==> src/rtl/pacman_pkg.sv <==
// Shared types and default timing for the pacman game blocks.
// Ghost mode encoding is consumed by the ghost movement logic.
package pacman_pkg;

   typedef enum logic [1:0] {
      MODE_SCATTER = 2'd0,
      MODE_CHASE   = 2'd1,
      MODE_FRIGHT  = 2'd2
   } ghost_mode_t;

   typedef enum logic {
      ST_SCHED  = 1'b0,
      ST_FRIGHT = 1'b1
   } ghost_state_t;

   localparam int SCATTER_T_DEF = 7;
   localparam int CHASE_T_DEF   = 20;
   localparam int FRIGHT_T_DEF  = 6;
   localparam int FLASH_T_DEF   = 2;

   function automatic int max3(input int a, input int b, input int c);
      int m;
      m = (a > b) ? a : b;
      return (m > c) ? m : c;
   endfunction

endpackage

==> src/rtl/tick_downcounter.sv <==
// Loadable down counter that saturates at zero; load has priority over dec.
// at_one flags the final count so the owner can act on the expiring tick.
module tick_downcounter #(
   parameter int           W       = 4,
   parameter logic [W-1:0] RST_VAL = '0
) (
   input  logic         CLOCK_50,
   input  logic         reset,
   input  logic         i_load,
   input  logic [W-1:0] i_load_val,
   input  logic         i_dec,
   output logic [W-1:0] o_value,
   output logic         o_at_one
);

   logic [W-1:0] r_value;

   always_ff @(posedge CLOCK_50) begin
      if (reset)
         r_value <= RST_VAL;
      else if (i_load)
         r_value <= i_load_val;
      else if (i_dec && (r_value != '0))
         r_value <= r_value - W'(1);
   end

   assign o_value  = r_value;
   assign o_at_one = (r_value == W'(1));

endmodule

==> src/rtl/ghost_mode_timer.sv <==
// Ghost behaviour mode: scatter/chase schedule with a frightened overlay.
// All outputs are registered; next values are built in one combinational block.
module ghost_mode_timer
   import pacman_pkg::*;
#(
   parameter int SCATTER_T  = SCATTER_T_DEF,
   parameter int CHASE_T    = CHASE_T_DEF,
   parameter int FRIGHT_T   = FRIGHT_T_DEF,
   parameter int FLASH_T    = FLASH_T_DEF,
   parameter int NUM_PHASES = 7,
   parameter int CW         = $clog2(max3(SCATTER_T, CHASE_T, FRIGHT_T) + 1),
   parameter int PW         = $clog2(NUM_PHASES + 1)
) (
   input  logic          CLOCK_50,
   input  logic          reset,
   input  logic          tick,
   input  logic          enable,
   input  logic          power_pellet,
   output logic [1:0]    mode,
   output logic          flash,
   output logic          reverse,
   output logic [PW-1:0] phase,
   output logic [CW-1:0] fright_left
);

   ghost_state_t  r_state, w_state_nxt;
   ghost_mode_t   r_mode, w_mode_nxt;
   logic          r_flash, w_flash_nxt;
   logic          r_reverse, w_rev_nxt;
   logic [PW-1:0] r_phase, w_phase_nxt;

   logic          w_evt, w_pel, w_last;
   logic          w_sch_load, w_sch_dec, w_sch_at_one;
   logic [CW-1:0] w_sch_load_val, w_sch_val;
   logic          w_fr_load, w_fr_dec, w_fr_at_one;
   logic [CW-1:0] w_fr_val, w_fr_nxt;

   assign w_evt  = tick & enable;
   assign w_pel  = power_pellet & enable;
   assign w_last = (r_phase == PW'(NUM_PHASES));

   tick_downcounter #(.W(CW), .RST_VAL(CW'(SCATTER_T))) u_sched_cnt (
      .CLOCK_50   (CLOCK_50),
      .reset      (reset),
      .i_load     (w_sch_load),
      .i_load_val (w_sch_load_val),
      .i_dec      (w_sch_dec),
      .o_value    (w_sch_val),
      .o_at_one   (w_sch_at_one)
   );

   tick_downcounter #(.W(CW), .RST_VAL('0)) u_fright_cnt (
      .CLOCK_50   (CLOCK_50),
      .reset      (reset),
      .i_load     (w_fr_load),
      .i_load_val (CW'(FRIGHT_T)),
      .i_dec      (w_fr_dec),
      .o_value    (w_fr_val),
      .o_at_one   (w_fr_at_one)
   );

   always_ff @(posedge CLOCK_50) begin
      if (reset) begin
         r_state   <= ST_SCHED;
         r_mode    <= MODE_SCATTER;
         r_flash   <= 1'b0;
         r_reverse <= 1'b0;
         r_phase   <= '0;
      end else begin
         r_state   <= w_state_nxt;
         r_mode    <= w_mode_nxt;
         r_flash   <= w_flash_nxt;
         r_reverse <= w_rev_nxt;
         r_phase   <= w_phase_nxt;
      end
   end

   always_comb begin
      w_state_nxt    = r_state;
      w_phase_nxt    = r_phase;
      w_rev_nxt      = 1'b0;
      w_sch_load     = 1'b0;
      w_sch_load_val = '0;
      w_sch_dec      = 1'b0;
      w_fr_load      = 1'b0;
      w_fr_dec       = 1'b0;

      case (r_state)
         ST_SCHED: begin
            // A pellet consumes the cycle: the schedule neither counts nor advances.
            if (w_pel) begin
               w_state_nxt = ST_FRIGHT;
               w_fr_load   = 1'b1;
               w_rev_nxt   = 1'b1;
            end else if (w_evt && !w_last) begin
               if (w_sch_at_one) begin
                  w_phase_nxt = r_phase + PW'(1);
                  w_sch_load  = 1'b1;
                  w_rev_nxt   = 1'b1;
                  if (w_phase_nxt == PW'(NUM_PHASES))
                     w_sch_load_val = '0;
                  else if (w_phase_nxt[0])
                     w_sch_load_val = CW'(CHASE_T);
                  else
                     w_sch_load_val = CW'(SCATTER_T);
               end else if (w_sch_val != '0) begin
                  w_sch_dec = 1'b1;
               end
            end
         end
         ST_FRIGHT: begin
            if (w_pel) begin
               w_fr_load = 1'b1;
            end else if (w_evt) begin
               w_fr_dec = 1'b1;
               if (w_fr_at_one)
                  w_state_nxt = ST_SCHED;
            end
         end
         default: w_state_nxt = ST_SCHED;
      endcase

      // Mirror the fright counter's next value so flash lines up with it.
      if (w_fr_load)
         w_fr_nxt = CW'(FRIGHT_T);
      else if (w_fr_dec && (w_fr_val != '0))
         w_fr_nxt = w_fr_val - CW'(1);
      else
         w_fr_nxt = w_fr_val;

      if (w_state_nxt == ST_FRIGHT)
         w_mode_nxt = MODE_FRIGHT;
      else if ((w_phase_nxt == PW'(NUM_PHASES)) || w_phase_nxt[0])
         w_mode_nxt = MODE_CHASE;
      else
         w_mode_nxt = MODE_SCATTER;

      w_flash_nxt = (w_state_nxt == ST_FRIGHT) && (w_fr_nxt <= CW'(FLASH_T));
   end

   assign mode        = r_mode;
   assign flash       = r_flash;
   assign reverse     = r_reverse;
   assign phase       = r_phase;
   assign fright_left = w_fr_val;

endmodule
==> config.mk <==
export PLATFORM = sky130hd
export DESIGN_NAME = ghost_mode_timer
export DESIGN_NICKNAME = d
export VERILOG_FILES = /design/src/rtl/pacman_pkg.sv /design/src/rtl/tick_downcounter.sv /design/src/rtl/ghost_mode_timer.sv
export SDC_FILE = /design/constraint.sdc
export NUM_CORES = 1
export LEC_CHECK = 0
export CAP_MARGIN = 20
export CORE_UTILIZATION = 30
export CTS_CLUSTER_DIAMETER = 100
export CTS_CLUSTER_SIZE = 28
export DETAILED_ROUTE_END_ITERATION = 7
export HOLD_SLACK_MARGIN = 0.08
export PLACE_DENSITY = 0.49
export SLEW_MARGIN = 20
export SYNTH_ARGS = -nofsm -noshare
export SYNTH_HDL_FRONTEND = slang
export SYNTH_SLANG_ARGS = --single-unit
==> constraint.sdc <==
create_clock -name CLOCK_50 -period 2 [get_ports CLOCK_50]
set_input_delay 0.4 -clock CLOCK_50 [delete_from_list [all_inputs] [get_ports CLOCK_50]]
set_output_delay 0.4 -clock CLOCK_50 [all_outputs]
set_load 0.01 [all_outputs]
Yosys cells after proc, flatten, opt, wreduce, memory -nomap -nowiden
Cells that the tools add are included.

cells by class
  equality and inequality tests = 5
  mux-type cells = 34
  add/subtract/negate cells = 3
  reduce and logical (&&, ||, !) cells = 11
  magnitude comparators = 1
  bitwise gates (word level) = 3

operator list
  operator                                                                count
  5-bit 2-to-1 mux                                                        10
  1-bit 2-to-1 mux                                                        18
  3-bit 2-to-1 mux                                                        4
  5-bit by 1-bit == test with 1-bit output (second input constant)        2
  5-bit nonzero test                                                      2
  5-bit by 1-bit subtractor with 5-bit output (second input constant)     2
  3-bit == test (second input constant)                                   3
  5-bit by 2-bit <= comparator with 1-bit output (second input constant)  1
  1-bit logical AND                                                       4
  2-bit OR reduction                                                      2
  3-bit by 1-bit adder with 3-bit output (second input constant)          1
  1-bit AND                                                               2
  2-bit 2-to-1 mux                                                        1
  1-bit one-hot mux with 2 select lines                                   1
  2-bit nonzero test                                                      1
  1-bit zero test                                                         1
  1-bit logical OR                                                        1
  1-bit NOT                                                               1

storage, ports and cells
  logic and storage cells = 65
  flip-flop bits (word level) = 18
  output and inout port bits = 12

Depth between registers and ports, before layout
Gate-level depths: netlist of the first run.

  word-level depth = 10
  depth in mapped cells = 7
  depth with buffers taken out = 7

By module
Synthesis of the first run repeated with hierarchy kept, for this count alone.

second synthesis, totals
  cells, all modules = 130
  area total of the unflattened synthesis = 1,121.1 sq um

by module, submodules not included
  module                           times used  cells an instance  sequential area each (sq um)  area an instance (sq um)
  ghost_mode_timer                 1           56                 140.1                         473.0
  tick_downcounter (u_fright_cnt)  1           40                 100.1                         332.8
  tick_downcounter (u_sched_cnt)   1           34                 100.1                         315.3

Worst setup path after synthesis of the first run
No wires, ideal clock.

  path type = reg2reg
  start point = register r_phase[0], in the netlist phase[0]
  end point = register u_sched_cnt.r_value[3], in the netlist u_sched_cnt.o_value[3]
  arrival time = 1,831 ps
  stages on the path, launching flop included = 6
  path slack = 98 ps
  buffers on the path = 0
  path through = dfxtp_1 > ha_1 > ha_1 > a2111o_1 > or4_1 > a21oi_1

between the ends
  longest elaborated chain between the ends = 8
  elaborated cells on any way between the ends = 19
  classes of those cells = add/sub: 1; eq/ne: 2; mux: 12; reduce/logical: 4

ends and longest elaborated chain
  what                                                                     RTL line                                         text
  start, declared                                                          ghost_mode_timer.sv:30                           logic [PW-1:0] r_phase, w_phase_nxt;
  start signal, assigned                                                   ghost_mode_timer.sv:74                           r_phase <= w_phase_nxt;
  3-bit by 1-bit adder with 3-bit output or 3-bit == test (tied branches)  ghost_mode_timer.sv:97, ghost_mode_timer.sv:40
  3-bit == test or 1-bit zero test (tied branches)                         ghost_mode_timer.sv:100, ghost_mode_timer.sv:95
  5-bit 2-to-1 mux or 1-bit logical AND (tied branches)                    ghost_mode_timer.sv:100, ghost_mode_timer.sv:95
  5-bit 2-to-1 mux or 1-bit 2-to-1 mux (tied branches)                     ghost_mode_timer.sv:96, ghost_mode_timer.sv:95
  5-bit 2-to-1 mux or 1-bit 2-to-1 mux (tied branches)                     ghost_mode_timer.sv:95, ghost_mode_timer.sv:91
  5-bit 2-to-1 mux or 1-bit 2-to-1 mux (tied branches)                     ghost_mode_timer.sv:91, ghost_mode_timer.sv:88
  5-bit 2-to-1 mux or 1-bit logical AND (tied branches)                    ghost_mode_timer.sv:88, tick_downcounter.sv:23
  5-bit 2-to-1 mux or 2-bit nonzero test (tied branches)                   n/a
  end signal, assigned                                                     tick_downcounter.sv:22                           r_value <= i_load_val;
  end signal, assigned                                                     tick_downcounter.sv:24                           r_value <= r_value - W'(1);
  end, declared                                                            tick_downcounter.sv:16                           logic [W-1:0] r_value;

Parallel ways exist; a longest one is shown, timed or not.
A chain may end at the register's enable or synchronous reset.

Final worst setup path of the first run
  start point = register r_phase[1], in the netlist phase[1]
  end point = register u_sched_cnt.r_value[3], in the netlist u_sched_cnt.o_value[3]

The elaborated chain is that of the path after synthesis.

==> out/qor.csv, run 1 <==
stage,metric,value,unit
run_status,status,"finished, final reports clean",
pwr,p_leak,0.550,nW
worst_setup_path,cp.arrival,2.14,ns
synthesis,synth_ff_type,dfxtp_1,
synthesis,synth_cells,110,
timing,tns,0,ns
timing,skew,0.00494,ns
global_routing,grt_pass1_vias,797,
die,coreArea,3340,sq um
placed_design,place_congestion,0.783,
route,wl_per_cell,12.6,microns
worst_setup_path,reg2reg_slack,0.1,ns
worst_setup_path,reg2reg_from,phase[1],
final_layout,final_nets,160,
final_layout,area_growth_syn_to_layout,34.0,%
route,vias_per_cell,4.88,
global_routing,grt_max_degree,15,
clocking,clk_pin_slew,0.10,ns
synthesis,syn-cell-area,1050,sq um
synthesis,ys_seq_elements,17,
pwr,vdd_drop_max,0.212,mV
worst_hold_path,hp-class,reg2reg,
synthesis,synth-edff-count,0,
clocking,cts_tree,yes,
final_layout,diodes,0,
timing,finalCriticalPeriod,1.90,ns
timing,tightest_slew,0.439,ns
pwr,pwr-share-seq,54.7,%
die,die_w,61.2,microns
clocking,clock_latency,0.30,ns
route,drc,0,
die,rows,21,
worst_setup_path,endpoint_kind,flip-flop,
final_layout,n_fill_cell,354,
timing,setup_viol,0,
route,route.final.wire_length,2.39,mm
clocking,cts.sinks,17,
pwr,clockPowerShare,29.0,%
clocking,cts-buffers-inserted,3,
route,drt.antenna.violating_nets,0,
timing,finalMaxSlewViolations,0,
timing,fin_crit_sh,95.1,%
global_routing,grt_pass1_wl,3.80,mm
timing,slew_headroom,70.5,%
worst_hold_path,hp-start,u_sched_cnt.o_value[1],
die,io_pins,17,
pwr,p_int,0.000486,W
final_layout,utilization,42.2,%
pwr,comb_power_share,16.3,%
final_layout,mostFrequentLayoutCell,buf_4,
placed_design,post-place-ws,-0.140,ns
synthesis,post_synth.cell_area_avg,9.55,sq um
run,cap_violations,0,
worst_setup_path,cp_max_fo,5,
timing,hold_viol,0,
worst_hold_path,whs_path_depth,1,
timing,rsz0062_at_grt,false,
route,dr.pass1.iters,3,
pwr,switching_share,26.8,%
worst_setup_path,crit_path_start_kind,flip-flop,
final_layout,layout_common_cells,"buf_4 (17), dfxtp_1 (16), clkdlybuf4s50_1 (16)",
worst_setup_path,critPathRequiredTime,2.24,ns
placed_design,hpwl,1.82,mm
route,num_vias,927,
die,die_height,61.2,microns
clocking,clk_path_buf_depth,2,
clocking,post-cts-setup-buffers,0,
pwr,powerDensity,471,nW/um^2
global_routing,antenna_found_initial,0,
synthesis,yosys.cell_types.count,45,
pwr,p_sw,0.000178,W
global_routing,track_usage,14.3,%
die,die_area,3740,sq um
timing,layout_setup_ws,0.0985,ns
final_layout,drive_above_1_share,22.2,%
synthesis,async_flop_share,0,%
clocking,h-tree-depth,1,
placed_design,port_buffers,16,
global_routing,grt-ovfl-total,0,
worst_setup_path,crit_type,reg2reg,
route,drtIter0Drc,39,
worst_setup_path,worstRegToRegCells,5,
timing,fmax,526,MHz
synthesis,ys_warn_count,0,
worst_setup_path,timing.rr.end,u_sched_cnt.o_value[3],
synthesis,yosysTopAreaCell,dfxtp_1,
synthesis,synth_top_area_share,32.4,%
worst_hold_path,hold_end,u_sched_cnt.o_value[1],
synthesis,ys_top_cells_by_area,"dfxtp_1 (32%), ha_1 (12%), nor4b_4 (4.5%), mux2i_1 (2.9%), a211oi_1 (2.9%)",
synthesis,ys_seq_area_share,32.4,%
clocking,root_buffer,clkbuf_4,
synthesis,synth_fp_nets,125,
die,initial_core_util,31.5,%
## metrics by stage
stage | hold slack, ns | power [W] | cells | cell area [sq um]
3_5_place_dp | 0.478 | 0.000479 | 186 | 1380
3_3_place_gp | 0.480 | 0.000479 | 186 | 1380
5_1_grt | 0.532 | 0.000699 | 190 | 1410
4_1_cts | 0.504 | 0.000679 | 190 | 1410
6_report | 0.501 | 0.000663 | 190 | 1410
2_1_floorplan | 0.456 | 0.000423 | 110 | 1050
## what timing repair did
action / CTS / global route
gates resized for setup: 0 / 1
hold buffers: 0 / 0
setup endpoints to repair: 0 / 1
## flip-flops by register name, indices dropped and copies added (netlist names)
signal / flops
flash: 1
mode: 1
phase: 3
r_state: 1
reverse: 1
u_fright_cnt.o_value: 5
u_sched_cnt.o_value: 5
## Yosys cell counts, types with 2 or more instances
| library cell | instances |
|---|---|
| nor4b_4 | 2 |
| o21a_1 | 2 |
| nor2b_1 | 3 |
| a21oi_1 | 5 |
| a211oi_1 | 4 |
| a21o_2 | 2 |
| o21ai_0 | 2 |
| xor2_1 | 3 |
| a31oi_1 | 2 |
| inv_1 | 7 |
| dfxtp_1 | 17 |
| nand2_1 | 4 |
| nor3_1 | 5 |
| nor2_1 | 8 |
| ha_1 | 10 |
| clkbuf_1 | 2 |
| mux2i_1 | 3 |
| nor3b_1 | 2 |
## worst max-delay path: stages, from the launching register on
cell,delay (ns)
dfxtp_1,0.35
ha_1,0.19
ha_1,0.27
a2111o_1,0.42
or4_1,0.48
a21oi_1,0.13
## final cells by class
class,instances,area (sq um),area share (%)
flip-flops and latches,17,342,24.2
inverters,7,26.3,1.87
repair buffers,33,288,20.4
multi-input cells,83,669,47.5
well taps,46,57.6,4.09
clock buffers,4,26.3,1.87
## power by group through the flow
stage | logic [W] | clock network, W | registers, W
2_1_floorplan | 0.0000562 | 0 | 0.000367
3_3_place_gp | 0.000109 | 0 | 0.000370
3_5_place_dp | 0.000108 | 0 | 0.000370
4_1_cts | 0.000109 | 0.000208 | 0.000363
5_1_grt | 0.000118 | 0.000216 | 0.000365
6_report | 0.000108 | 0.000193 | 0.000363
## how the worst max path moves through the flow
stage	cells after the start	start	end
after global placement	5	enable	u_sched_cnt.o_value[3]
after global routing	6	u_sched_cnt.o_value[0]	u_sched_cnt.o_value[3]
after floorplan	5	phase[0]	u_sched_cnt.o_value[3]
after detailed placement	5	enable	u_sched_cnt.o_value[3]
final	5	phase[1]	u_sched_cnt.o_value[3]
after CTS	6	u_sched_cnt.o_value[0]	u_sched_cnt.o_value[3]
## layer usage
layer	wire, microns	global-route usage, %
met1	1220	20.3
met2	1040	20.5
met3	71	2.31
met4	51	7.79
met5	0	0
## kinds of logic (layout without fill, tap and decap cells)
group                    Yosys count  count (layout)  share of synthesized area (%)
AO/OA/AOI/OAI                     27              27                           18.9
XOR/XNOR                           4               4                           3.33
adder cells (fa/ha/maj)           10              10                           11.9
buffers and inverters             10              44                           3.93
flip-flops                        17              17                           32.4
multiplexers                       4               4                           3.93
AND/OR/NAND/NOR                   38              38                           25.6
Note: power is estimated with default switching activity, not from simulation.
==> inputs of run 2 (changes only) <==
--- a/config.mk
+++ b/config.mk
@@ -6,6 +6,7 @@
 export NUM_CORES = 1
 export LEC_CHECK = 0
 export CAP_MARGIN = 20
+export CORE_ASPECT_RATIO = 0.75
 export CORE_UTILIZATION = 30
 export CTS_CLUSTER_DIAMETER = 100
 export CTS_CLUSTER_SIZE = 28
==> out/qor.csv, run 2 (synthesis results as in run 1) <==
stage,metric,value,unit,change
run_status,status,"finished, final reports clean",,
timing,finalCriticalPeriod,1.88,ns,-0.0229 ns
worst_setup_path,timing.rr.end,u_sched_cnt.o_value[3],,
clocking,cts-buffers-inserted,3,,unchanged
global_routing,track_usage,14.9,%,+0.59 points
pwr,total_power,0.000729,W,+9.9%
timing,rsz0062_at_grt,false,,
final_layout,mostFrequentLayoutCell,buf_4,,
placed_design,post-place-ws,-0.149,ns,-0.00904 ns
die,coreArea,3310,sq um,-0.79%
die,rows,18,,-14%
route,dr.pass1.iters,4,,+1
worst_setup_path,crit_path_end,u_sched_cnt.o_value[3],,
timing,setup_viol,0,,unchanged
route,vias_per_cell,5.05,,+3.6%
worst_hold_path,hp-class,reg2reg,,
global_routing,grt_pass1_vias,907,,+14%
timing,tightest_slew,0.432,ns,-0.00749 ns
final_layout,layout_common_cells,"buf_4 (18), dfxtp_1 (17), clkdlybuf4s50_1 (16)",,
timing,slew_headroom,71.0,%,+0.50 points
worst_setup_path,cp_cell_sequence,inv_1 > ha_1 > nor2b_1 > a2111o_1 > or4_1 > a21oi_1,,
worst_setup_path,crit_start,u_sched_cnt.o_value[1],,
pwr,pwr-share-seq,49.7,%,-5.0 points
route,route.final.wire_length,2.46,mm,+3.3%
run,cap_violations,0,,unchanged
clocking,hold_buffers,0,,unchanged
timing,fmax,532,MHz,+1.2%
timing,finalMaxSlewViolations,0,,unchanged
timing,skew,0.000457,ns,-0.00448 ns
clocking,cts_tree,yes,,
die,io_pins,17,,unchanged
pwr,p_sw,0.000180,W,+1.3%
global_routing,grt-ovfl-total,0,,unchanged
placed_design,dp.cells,181,,-2.7%
clocking,clk_pin_slew,0.07,ns,-0.03 ns
clocking,root_buffer,clkbuf_8,,
worst_setup_path,reg2reg_from,u_sched_cnt.o_value[1],,
worst_setup_path,endpoint_kind,flip-flop,,
clocking,cts.repair.resized,0,,unchanged
clocking,post-cts-setup-buffers,0,,unchanged
timing,fin_crit_sh,93.9,%,-1.1 points
route,drc,0,,unchanged
final_layout,final_cells,185,,-2.6%
worst_setup_path,critPathRequiredTime,2.18,ns,-0.06 ns
route,drtIter0Drc,27,,-31%
final_layout,diodes,0,,unchanged
pwr,clockPowerShare,35.2,%,+6.2 points
placed_design,place_congestion,0.773,,-1.2%
worst_setup_path,worstRegToRegCells,6,,+1
placed_design,port_buffers,16,,unchanged
pwr,p_int,0.000549,W,+13%
clocking,h-tree-depth,1,,unchanged
final_layout,final_nets,161,,+0.63%
clocking,clk_path_buf_depth,2,,unchanged
pwr,comb_power_share,15.1,%,-1.2 points
pwr,powerDensity,511,nW/um^2,+8.6%
worst_setup_path,cp_slowest_cell,or4_1,,
route,wl_per_cell,13.3,microns,+6.1%
global_routing,antenna_found_initial,0,,unchanged
die,die_w,70.3,microns,+15%
timing,layout_setup_ws,0.121,ns,+0.0229 ns
global_routing,grt_pass1_wl,4.21,mm,+11%
worst_setup_path,max_stage_delay,0.48,ns,about the same
pwr,vdd_drop_max,0.354,mV,+67%
pwr,p_leak,0.562,nW,+2.2%
route,drt.antenna.violating_nets,0,,unchanged
die,initial_core_util,31.7,%,+0.25 points
final_layout,drive_above_1_share,22.1,%,-0.15 points
final_layout,area_growth_syn_to_layout,35.7,%,
timing,whs,0.519,ns,+0.0181 ns
clocking,clock_latency,0.25,ns,-0.05 ns
clocking,cts.sinks,17,,unchanged
pwr,switching_share,24.7,%,-2.1 points
timing,hold_viol,0,,unchanged
global_routing,grt_max_degree,13,,-2
die,die_area,3750,sq um,about the same
worst_setup_path,cp.arrival,2.06,ns,-0.08 ns
worst_setup_path,reg2reg_slack,0.12,ns,+0.02 ns
die,die_height,53.3,microns,-13%
worst_setup_path,crit_path_start_kind,flip-flop,,
placed_design,hpwl,1.92,mm,+5.3%
worst_setup_path,cp_max_fo,4,,-1
route,num_vias,935,,+0.86%
worst_setup_path,crit_type,reg2reg,,
-- run 2: power groups by stage --
stage | Sequential, W | Combinational [W] | Clock, W
final | 0.000363 | 0.000110 | 0.000256
after global routing | 0.000364 | 0.000121 | 0.000287
after CTS | 0.000363 | 0.000111 | 0.000269
after detailed placement | 0.000370 | 0.000111 | 0
after global placement | 0.000370 | 0.000110 | 0
after floorplan | 0.000367 | 0.0000562 | 0
-- run 2: worst min path at each step --
| stage | startpoint | endpoint | slack, ns | cells after the start |
|---|---|---|---|---|
| after global routing | u_sched_cnt.o_value[1] | u_sched_cnt.o_value[1] | 0.55 | 1 |
| after CTS | u_sched_cnt.o_value[1] | u_sched_cnt.o_value[1] | 0.52 | 1 |
| final | u_fright_cnt.o_value[4] | u_fright_cnt.o_value[4] | 0.52 | 2 |
| after detailed placement | u_sched_cnt.o_value[1] | u_sched_cnt.o_value[1] | 0.49 | 1 |
| after floorplan | u_sched_cnt.o_value[1] | u_sched_cnt.o_value[1] | 0.46 | 1 |
| after global placement | u_sched_cnt.o_value[1] | u_sched_cnt.o_value[1] | 0.49 | 1 |
-- run 2: metal layers --
metal,wire length [microns],global-route usage (%),vias to the layer above
met1,1330,20.1,433
met4,14,4.00,0
met2,1010,22.9,18
met3,112,4.57,2
li1,-,-,482
met5,0,0,-
-- run 2: area by class of cell --
class,instances,area [sq um]
inverter,7,26.3
clock buffer,4,45.0
fill,330,1880
sequential,17,340
multi-input combinational,83,669
tap,40,50.0
timing repair buffer,34,295
-- run 2: metrics by stage --
step	TNS, ns	cell area, sq um	util (%)
2_1_floorplan	0	1050	-
3_3_place_gp	-0.628	1380	41.7
3_5_place_dp	-0.724	1380	41.7
5_1_grt	0	1430	43.1
6_report	0	1430	43.1
4_1_cts	0	1430	43.1
-- run 2: worst max-delay path, delay by kind of cell, from the launching register on --
| family | cells | cell delay [ns] |
|---|---|---|
| AO/OA/AOI/OAI | 2 | 0.59 |
| adder cells (fa/ha/maj) | 1 | 0.17 |
| buffers and inverters | 1 | 0.09 |
| flip-flops | 1 | 0.36 |
| AND/OR/NAND/NOR | 2 | 0.61 |
